<file path="src/rtl/l1i_fetch_arbiter.sv">
// l1i_fetch_arbiter: shares the single L1I read port between branch-predictor
// demand misses and the next-line prefetcher, keeping at most one line
// request in flight and squashing it on a misprediction flush.
//
// Handshake semantics: a transfer happens on a clock edge where valid and
// ready are both high. On the requester side, ready is combinational and is
// only offered in IDLE. On the L1I side, l1i_req_valid is registered, is held
// with a stable address until l1i_req_ready, and is never retracted.
module l1i_fetch_arbiter #(
  parameter int ADDR_WIDTH   = 64,
  parameter int LINE_BYTES   = 64,
  parameter int STARVE_LIMIT = 4
) (
  input  logic                    clk_in,
  input  logic                    rst_N_in,
  input  logic                    bp_req_valid,
  input  logic [ADDR_WIDTH-1:0]   bp_req_addr,
  output logic                    bp_req_ready,
  input  logic                    pf_req_valid,
  input  logic [ADDR_WIDTH-1:0]   pf_req_addr,
  output logic                    pf_req_ready,
  input  logic                    flush_in,
  output logic                    l1i_req_valid,
  output logic [ADDR_WIDTH-1:0]   l1i_req_addr,
  input  logic                    l1i_req_ready,
  input  logic                    l1i_resp_valid,
  input  logic [LINE_BYTES*8-1:0] l1i_resp_data,
  output logic                    bp_resp_valid,
  output logic                    pf_resp_valid,
  output logic [LINE_BYTES*8-1:0] resp_data,
  output logic                    busy,
  output logic [1:0]              state_dbg
);

  typedef enum logic [1:0] {
    IDLE     = 2'd0,
    ISSUE    = 2'd1,
    INFLIGHT = 2'd2
  } state_t;

  // Low line-offset bits, cleared when a request address is captured.
  localparam logic [ADDR_WIDTH-1:0] OFFSET_MASK = ADDR_WIDTH'(LINE_BYTES - 1);
  localparam logic [3:0]            STARVE_MAX  = 4'(STARVE_LIMIT);

  state_t                  state_q, state_nxt;
  logic [ADDR_WIDTH-1:0]   addr_q;
  logic                    owner_q;      // 0: branch predictor, 1: prefetcher
  logic                    stale_q;
  logic [3:0]              starve_q;
  logic                    bp_resp_q, pf_resp_q;
  logic [LINE_BYTES*8-1:0] resp_data_q;

  logic force_pf;
  logic grant_bp, grant_pf;
  logic set_stale;
  logic deliver;

  assign force_pf = (starve_q == STARVE_MAX);

  // Next-state, grant and delivery decisions; defaults first.
  always_comb begin
    state_nxt = state_q;
    grant_bp  = 1'b0;
    grant_pf  = 1'b0;
    set_stale = 1'b0;
    deliver   = 1'b0;
    case (state_q)
      IDLE: begin
        if (rst_N_in && !flush_in) begin
          grant_bp = bp_req_valid & ~force_pf;
          grant_pf = pf_req_valid & (force_pf | ~bp_req_valid);
          if (grant_bp || grant_pf) state_nxt = ISSUE;
        end
      end
      ISSUE: begin
        set_stale = flush_in;
        if (l1i_req_ready) state_nxt = INFLIGHT;
      end
      INFLIGHT: begin
        set_stale = flush_in;
        if (l1i_resp_valid) begin
          state_nxt = IDLE;
          deliver   = ~stale_q & ~flush_in;
        end
      end
      default: state_nxt = IDLE;
    endcase
  end

  // State register.
  always_ff @(posedge clk_in or negedge rst_N_in) begin
    if (!rst_N_in) state_q <= IDLE;
    else           state_q <= state_nxt;
  end

  // Request capture (address, owner) and the stale flag for squashed work.
  always_ff @(posedge clk_in or negedge rst_N_in) begin
    if (!rst_N_in) begin
      addr_q  <= '0;
      owner_q <= 1'b0;
      stale_q <= 1'b0;
    end else if (grant_bp || grant_pf) begin
      addr_q  <= (grant_bp ? bp_req_addr : pf_req_addr) & ~OFFSET_MASK;
      owner_q <= grant_pf;
      stale_q <= 1'b0;
    end else if (set_stale) begin
      stale_q <= 1'b1;
    end
  end

  // Count consecutive prefetch losses; only IDLE cycles move the counter.
  always_ff @(posedge clk_in or negedge rst_N_in) begin
    if (!rst_N_in) begin
      starve_q <= '0;
    end else if (state_q == IDLE) begin
      if (grant_pf || !pf_req_valid)             starve_q <= '0;
      else if (grant_bp && starve_q != STARVE_MAX) starve_q <= starve_q + 4'd1;
    end
  end

  // Registered response: one-cycle pulse to the owner, data held between pulses.
  always_ff @(posedge clk_in or negedge rst_N_in) begin
    if (!rst_N_in) begin
      bp_resp_q   <= 1'b0;
      pf_resp_q   <= 1'b0;
      resp_data_q <= '0;
    end else begin
      bp_resp_q <= deliver & ~owner_q;
      pf_resp_q <= deliver & owner_q;
      if (deliver) resp_data_q <= l1i_resp_data;
    end
  end

  assign bp_req_ready  = grant_bp;
  assign pf_req_ready  = grant_pf;
  assign l1i_req_valid = (state_q == ISSUE);
  assign l1i_req_addr  = addr_q;
  assign bp_resp_valid = bp_resp_q;
  assign pf_resp_valid = pf_resp_q;
  assign resp_data     = resp_data_q;
  assign busy          = (state_q != IDLE);
  assign state_dbg     = state_q;

endmodule

</file>
<file path="config.mk">
export PLATFORM = sky130hd
export DESIGN_NAME = l1i_fetch_arbiter
export DESIGN_NICKNAME = d
export VERILOG_FILES = /design/src/rtl/l1i_fetch_arbiter.sv
export SDC_FILE = /design/constraint.sdc
export NUM_CORES = 1
export LEC_CHECK = 0
export ABC_AREA = 1
export CORE_AREA = 10 10 478 480
export DETAILED_ROUTE_END_ITERATION = 10
export DIE_AREA = 0 0 488 490
export SYNTH_ARGS = -nofsm -noshare
export SYNTH_HDL_FRONTEND = slang
export SYNTH_SLANG_ARGS = --single-unit
</file>
<file path="constraint.sdc">
create_clock -name clk_in -period 2.1 [get_ports clk_in]
set_input_delay 0.525 -clock clk_in [delete_from_list [all_inputs] [get_ports clk_in]]
set_output_delay 0.525 -clock clk_in [all_outputs]
set_load 0.1 [all_outputs]
</file>
==> results.yml, run 1 <==
logic_synthesis:
  synth_commonest_cells: "nand2_1 (705), inv_1 (644), dfrtp_1 (580), o21ai_0 (371), o21ai_1 (200)"
  yosysUniqueCellTypes: 23
  syn_area_um2: 23700
  synth_top_flop_cell: "dfrtp_1"
  yosysMostFrequentCell: "nand2_1"
  yosysSeqAreaShare_pct: 61.3
  avgSynthCellArea_um2: 8.63
  syn_inst: 2741
  synth_edf_count: 0
  yosys.area.top_type: "dfrtp_1"
  synthTopCellsByArea: "dfrtp_1 (61%), nand2_1 (11%), inv_1 (10%)"
  async_flop_share_pct: 100
  yosysWarnings: 0
  synth-seq-cells: 580
  synth_top_area_share_pct: 61.3
clocking:
  cts_made_buffers: 78
  cts_tree: "done"
  insertion_delay_ns: 0.70
  cts_root_buf: "clkbuf_16"
  htreeDepth: 3
  clk_pin_slew_worst_paths_ns: 0.06
  clock-sinks: 580
  cts_buffer_depth: 3
global_route:
  antenna_found_initial: 101
  grt_busiest_layer: "met2"
  met1_usage_pct: 12.1
  grt_pass1_wl_mm: 216
  grt_pass1_vias: 23900
  grt_overflow: 0
  grt_use_met3_pct: 9.44
  grt_use_met2_pct: 23.5
  grt_usage_pct: 13.3
  grt_max_degree: 85
timing:
  whs_ns: 0.356
  grt_setup_unrepaired: "yes"
  fin_ws_ns: -0.495
  setup_violations: 5
  final.setup.tns_ns: -1.75
  final_hold_viol_count: 0
  slew_viol_final: 0
  fmax_ghz: 0.385
  relSlewSlack_pct: 54.4
  min_period_over_period_pct: 124
  fin_skew_ns: 0.0228
  period_minus_slack_ns: 2.59
  worstMarginPinSlew_ns: 0.684
placement:
  hpwl_mm: 144
  place.gp.congestion: 0.934
  placed_area_um2: 42100
  portBuffers: 1212
  placed_cells: 6805
setup_path:
  path_max_fanout: 3
  cp.required_ns: 1.57
  r2r_cells: 6
  slowest_delay_ns: 0.49
  path_common_cell: "clkinvlp_4"
  crit_buf_inv: 4
  startpoint_type: "flop"
  r2r-start: "state_dbg[1]$_DFFE_PN0P_"
  cp.depth: 7
  crit_chain: "inv_4 > ha_4 > clkinvlp_4 > nor2_4 > nand2_2 > clkinvlp_4 > buf_12"
  r2r_slack_ns: 0.16
  cp_top_family: "flip-flops"
  worst_r2r_endpoint: "resp_data[91]$_DFFE_PN0P_"
  slowest_stage: "dfrtp_4"
  critPathKind: "reg2out"
  crit_path_end_kind: "output port"
  crit_arrival_ns: 2.07
flow_run:
  drv_cap: 0
cells_and_area:
  finish.instance_area_um2: 45000
  fin_nets: 4674
  syn_to_final_growth_pct: 90.3
  fill_cells: 24100
  layout-drive-gt1-share_pct: 21.1
  finalNonFillerCells: 6971
hold_path:
  hold_path_class: "in2reg"
  hold_end: "resp_data[370]$_DFFE_PN0P_"
  hold-path-cell-count: 3
  hold_start: "l1i_resp_data[370]"
route:
  ant_nets: 0
  drc: 0
  drt_pass1_iterations: 5
  vias: 23200
  drt-initial-drc-count: 1198
  wl_per_cell_um: 23.8
  vias_per_cell: 3.32
  routed_wl_mm: 166
die:
  coreArea_um2: 219000
  initial_utilization_pct: 10.8
  die_w_um: 488
  boundaryPins: 1231
  fp.dieH_um: 490
  num_rows: 172
  die_area_um2: 239000
outcome:
  status: "finished, violations left"
  violations: "negative setup slack"
-- final cells by class --
| cell class | count | area, µm² | area share, % |
|---|---|---|---|
| repair buffers | 1346 | 15500 | 34.5 |
| diodes | 16 | 40.0 | 0.0889 |
| clock inverters | 42 | 627 | 1.39 |
| well taps | 2871 | 3590 | 7.98 |
| flip-flops and latches | 580 | 14500 | 32.3 |
| multi-input cells | 1372 | 6100 | 13.6 |
| clock buffers | 100 | 2160 | 4.79 |
| inverters | 644 | 2430 | 5.40 |
-- worst min-delay path, cell delays in order --
cell	delay [ns]
clkdlybuf4s50_1	0.39
inv_1	0.05
o21ai_1	0.06
-- worst max-delay path by stage --
stage | startpoint | endpoint | slack, ns
after floorplan | state_dbg[0]$_DFFE_PN0P_ | pf_req_ready | -0.56
after global placement | flush_in | pf_req_ready | -0.24
after detailed placement | flush_in | resp_data[108]$_DFFE_PN0P_ | -0.29
after CTS | state_dbg[0]$_DFFE_PN0P_ | pf_req_ready | -0.58
after global routing | state_dbg[0]$_DFFE_PN0P_ | pf_req_ready | -0.60
final | state_dbg[0]$_DFFE_PN0P_ | pf_req_ready | -0.49
-- state kept, by name, summed over array words and instances (netlist names) --
register and cells:
bp_resp_valid 1, l1i_req_addr 58, owner_q 1, pf_resp_valid 1, resp_data 512, stale_q 1
starve_q 4, state_dbg 2
-- through the flow --
stage                     setup slack (ns)  utilization, %
after detailed placement            -0.286            19.2
after global placement              -0.243            19.2
after global routing                -0.596            20.6
after floorplan                     -0.564               -
final                               -0.495            20.6
after CTS                           -0.582            20.5
-- cell usage in the layout, fill, tap and decap left out, types with 3 or more instances in the layout --
cell type and instances:
buf_4 400, clkbuf_16 79, nor2_4 3, dfrtp_1 576, a21oi_1 3, o21ai_1 200
nand3_1 63, clkbuf_8 10, clkbuf_1 11, clkinvlp_4 6, clkinv_4 5, nor2_1 7
clkdlybuf4s50_1 633, bufinv_16 11, clkinv_2 14, o21ai_0 371, buf_6 6, buf_12 304
diode_2 16, ha_1 3, conb_1 6, inv_1 639, nand2_1 704
-- cells by family (layout without fill, tap and decap cells) --
group	after synthesis	count (layout)	share of synthesized area [%]
simple gates	784	784	12.9
flops	580	580	61.3
buf+inv	794	2132	13.2
other cells	1	22	0.0159
xor+xnor	1	1	0.0370
compound gates	576	576	12.2
fa+ha+maj	5	5	0.264
-- metal layers --
metal / routed length, µm / vias up
met3: 27300 / 297
met5: 199 / -
met4: 4850 / 30
met2: 81800 / 1164
li1: - / 10800
met1: 51700 / 10800
-- repair_timing --
action	CTS	global route
hold endpoints to repair	23	0
hold buffers	1	0
resized for setup	16	4
pin swaps	1	0
gates cloned	0	0
buffers inserted	7	1
endpoints found under the setup margin	10	52
Power of run 1 is left out: the tool's default activity adds up to more than one toggle a clock period on the data nets, which glitch-free logic cannot reach.
==> run 2, diff against run 1 <==
Settings changed: CTS_CLUSTER_DIAMETER from default to 50.
==> run 2 against run 1 <==
The run still ends with negative setup slack left. Via count grew 0.42%. First-iteration DRC count grew 5.3%. Clock skew grew 0.030 ns. Core utilization grew 0.35 points.
==> results.yml, run 2 (synthesis results as in run 1) <==
global_route:
  grt_usage_pct: 13.3
  grt_pass1_vias: 24100
  grt_pass1_wl_mm: 216
  grt_overflow: 0
  grt_max_degree: 85
  antenna_found_initial: 102
route:
  drt_pass1_iterations: 6
  ant_nets: 0
  routed_wl_mm: 166
  vias_per_cell: 3.31
  vias: 23300
  wl_per_cell_um: 23.6
  drc: 0
  drt-initial-drc-count: 1261
timing:
  fin_ws_ns: -0.468
  final_hold_viol_count: 0
  worstMarginPinSlew_ns: 0.696
  whs_ns: 0.320
  slew_viol_final: 0
  setup_violations: 5
  fin_skew_ns: 0.0533
  fmax_ghz: 0.389
  period_minus_slack_ns: 2.57
  min_period_over_period_pct: 122
  relSlewSlack_pct: 53.6
  grt_setup_unrepaired: "yes"
setup_path:
  endpoint: "pf_req_ready"
  crit_path_end_kind: "output port"
  path_max_fanout: 3
  r2r-start: "state_dbg[1]$_DFFE_PN0P_"
  crit_chain: "inv_2 > ha_2 > nand3_2 > buf_4 > nand2_1 > nand2_2 > clkinvlp_4 > buf_12"
  r2r_slack_ns: 0.17
  worst_r2r_endpoint: "resp_data[114]$_DFFE_PN0P_"
  slowest_stage: "dfrtp_1"
  crit_arrival_ns: 2.04
  startpoint_type: "flop"
  critPathKind: "reg2out"
  slowest_delay_ns: 0.38
  r2r_cells: 6
  critPathLaunch: "starve_q[0]$_DFFE_PN0P_"
  cp.required_ns: 1.57
clocking:
  cts_root_buf: "clkbuf_16"
  cts_tree: "done"
  cts_made_buffers: 96
  cts_buffer_depth: 3
  clk_pin_slew_worst_paths_ns: 0.06
  htreeDepth: 3
  insertion_delay_ns: 0.76
  clock-sinks: 580
die:
  die_area_um2: 239000
  fp.dieH_um: 490
  num_rows: 172
  coreArea_um2: 219000
  initial_utilization_pct: 10.8
  boundaryPins: 1231
  die_w_um: 488
cells_and_area:
  final_util_pct: 20.9
  fin_nets: 4696
  layout_commonest_cell: "nand2_1"
  layout_common_cells: "nand2_1 (704), inv_1 (638), clkdlybuf4s50_1 (633)"
  syn_to_final_growth_pct: 93.5
  layout-drive-gt1-share_pct: 22.0
  largest_reg_flops: 512
flow_run:
  drv_cap: 0
placement:
  portBuffers: 1212
  hpwl_mm: 144
  place.gp.congestion: 0.934
hold_path:
  hold_path_class: "in2reg"
outcome:
  status: "finished, violations left"
  violations: "negative setup slack"
-- run 2: layout make-up --
cell class                 count  area (µm²)
timing repair buffer        1350       15600
clock buffer                 112        2520
inverter                     644        2430
fill                       24000      173000
antenna                       21        52.6
tap                         2871        3590
sequential                   580       14500
multi-input combinational   1372        6100
clock inverter                70         968
-- run 2: worst min path at each step --
stage                        startpoint                         end  slack, ns  cells past startpoint
floorplan                      rst_N_in     bp_resp_valid$_DFF_PN0_       0.23                      0
global placement    owner_q$_DFFE_PN0P_     bp_resp_valid$_DFF_PN0_       0.44                      1
detailed placement  owner_q$_DFFE_PN0P_     bp_resp_valid$_DFF_PN0_       0.43                      1
CTS                  l1i_resp_data[370]  resp_data[370]$_DFFE_PN0P_       0.22                      3
global route         l1i_resp_data[233]  resp_data[233]$_DFFE_PN0P_       0.28                      3
finish               l1i_resp_data[110]  resp_data[110]$_DFFE_PN0P_       0.32                      3
-- run 2: metal layers --
metal | share of wire [%] | global-route usage, % | vias up
li1 | - | - | 10900
met5 | 0.12 | 0 | -
met1 | 30 | 11.5 | 10800
met4 | 3.2 | 4.36 | 30
met3 | 18 | 10.2 | 316
met2 | 49 | 23.3 | 1178
-- run 2: timing repair --
action | in CTS | in global routing
endpoints found under the setup margin | 14 | 11
gates resized for setup | 20 | 5
pin swaps | 4 | 1
setup buffers | 9 | 3
hold buffers | 1 | 0
hold endpoints to repair | 23 | 0
-- run 2: worst max-delay path, delay by kind of cell, from the launching register on --
kind,cells,cell delay (ns)
DFF,1,0.38
adders and majority gates,1,0.17
buffers and inverters,4,0.53
and+or+nand+nor,3,0.23
-- run 2: through the flow --
stage / worst slack [ns] / TNS [ns] / cell area, µm² / instances
2_1_floorplan: -0.564 / -11.14 / 23700 / 2746
3_3_place_gp: -0.243 / -53.23 / 42100 / 6805
3_5_place_dp: -0.286 / -69.44 / 42100 / 6805
4_1_cts: -0.596 / -2.34 / 45700 / 6997
5_1_grt: -0.572 / -2.20 / 45800 / 7013
6_report: -0.468 / -1.72 / 45800 / 7020
Power of run 2 is left out for the same reason.
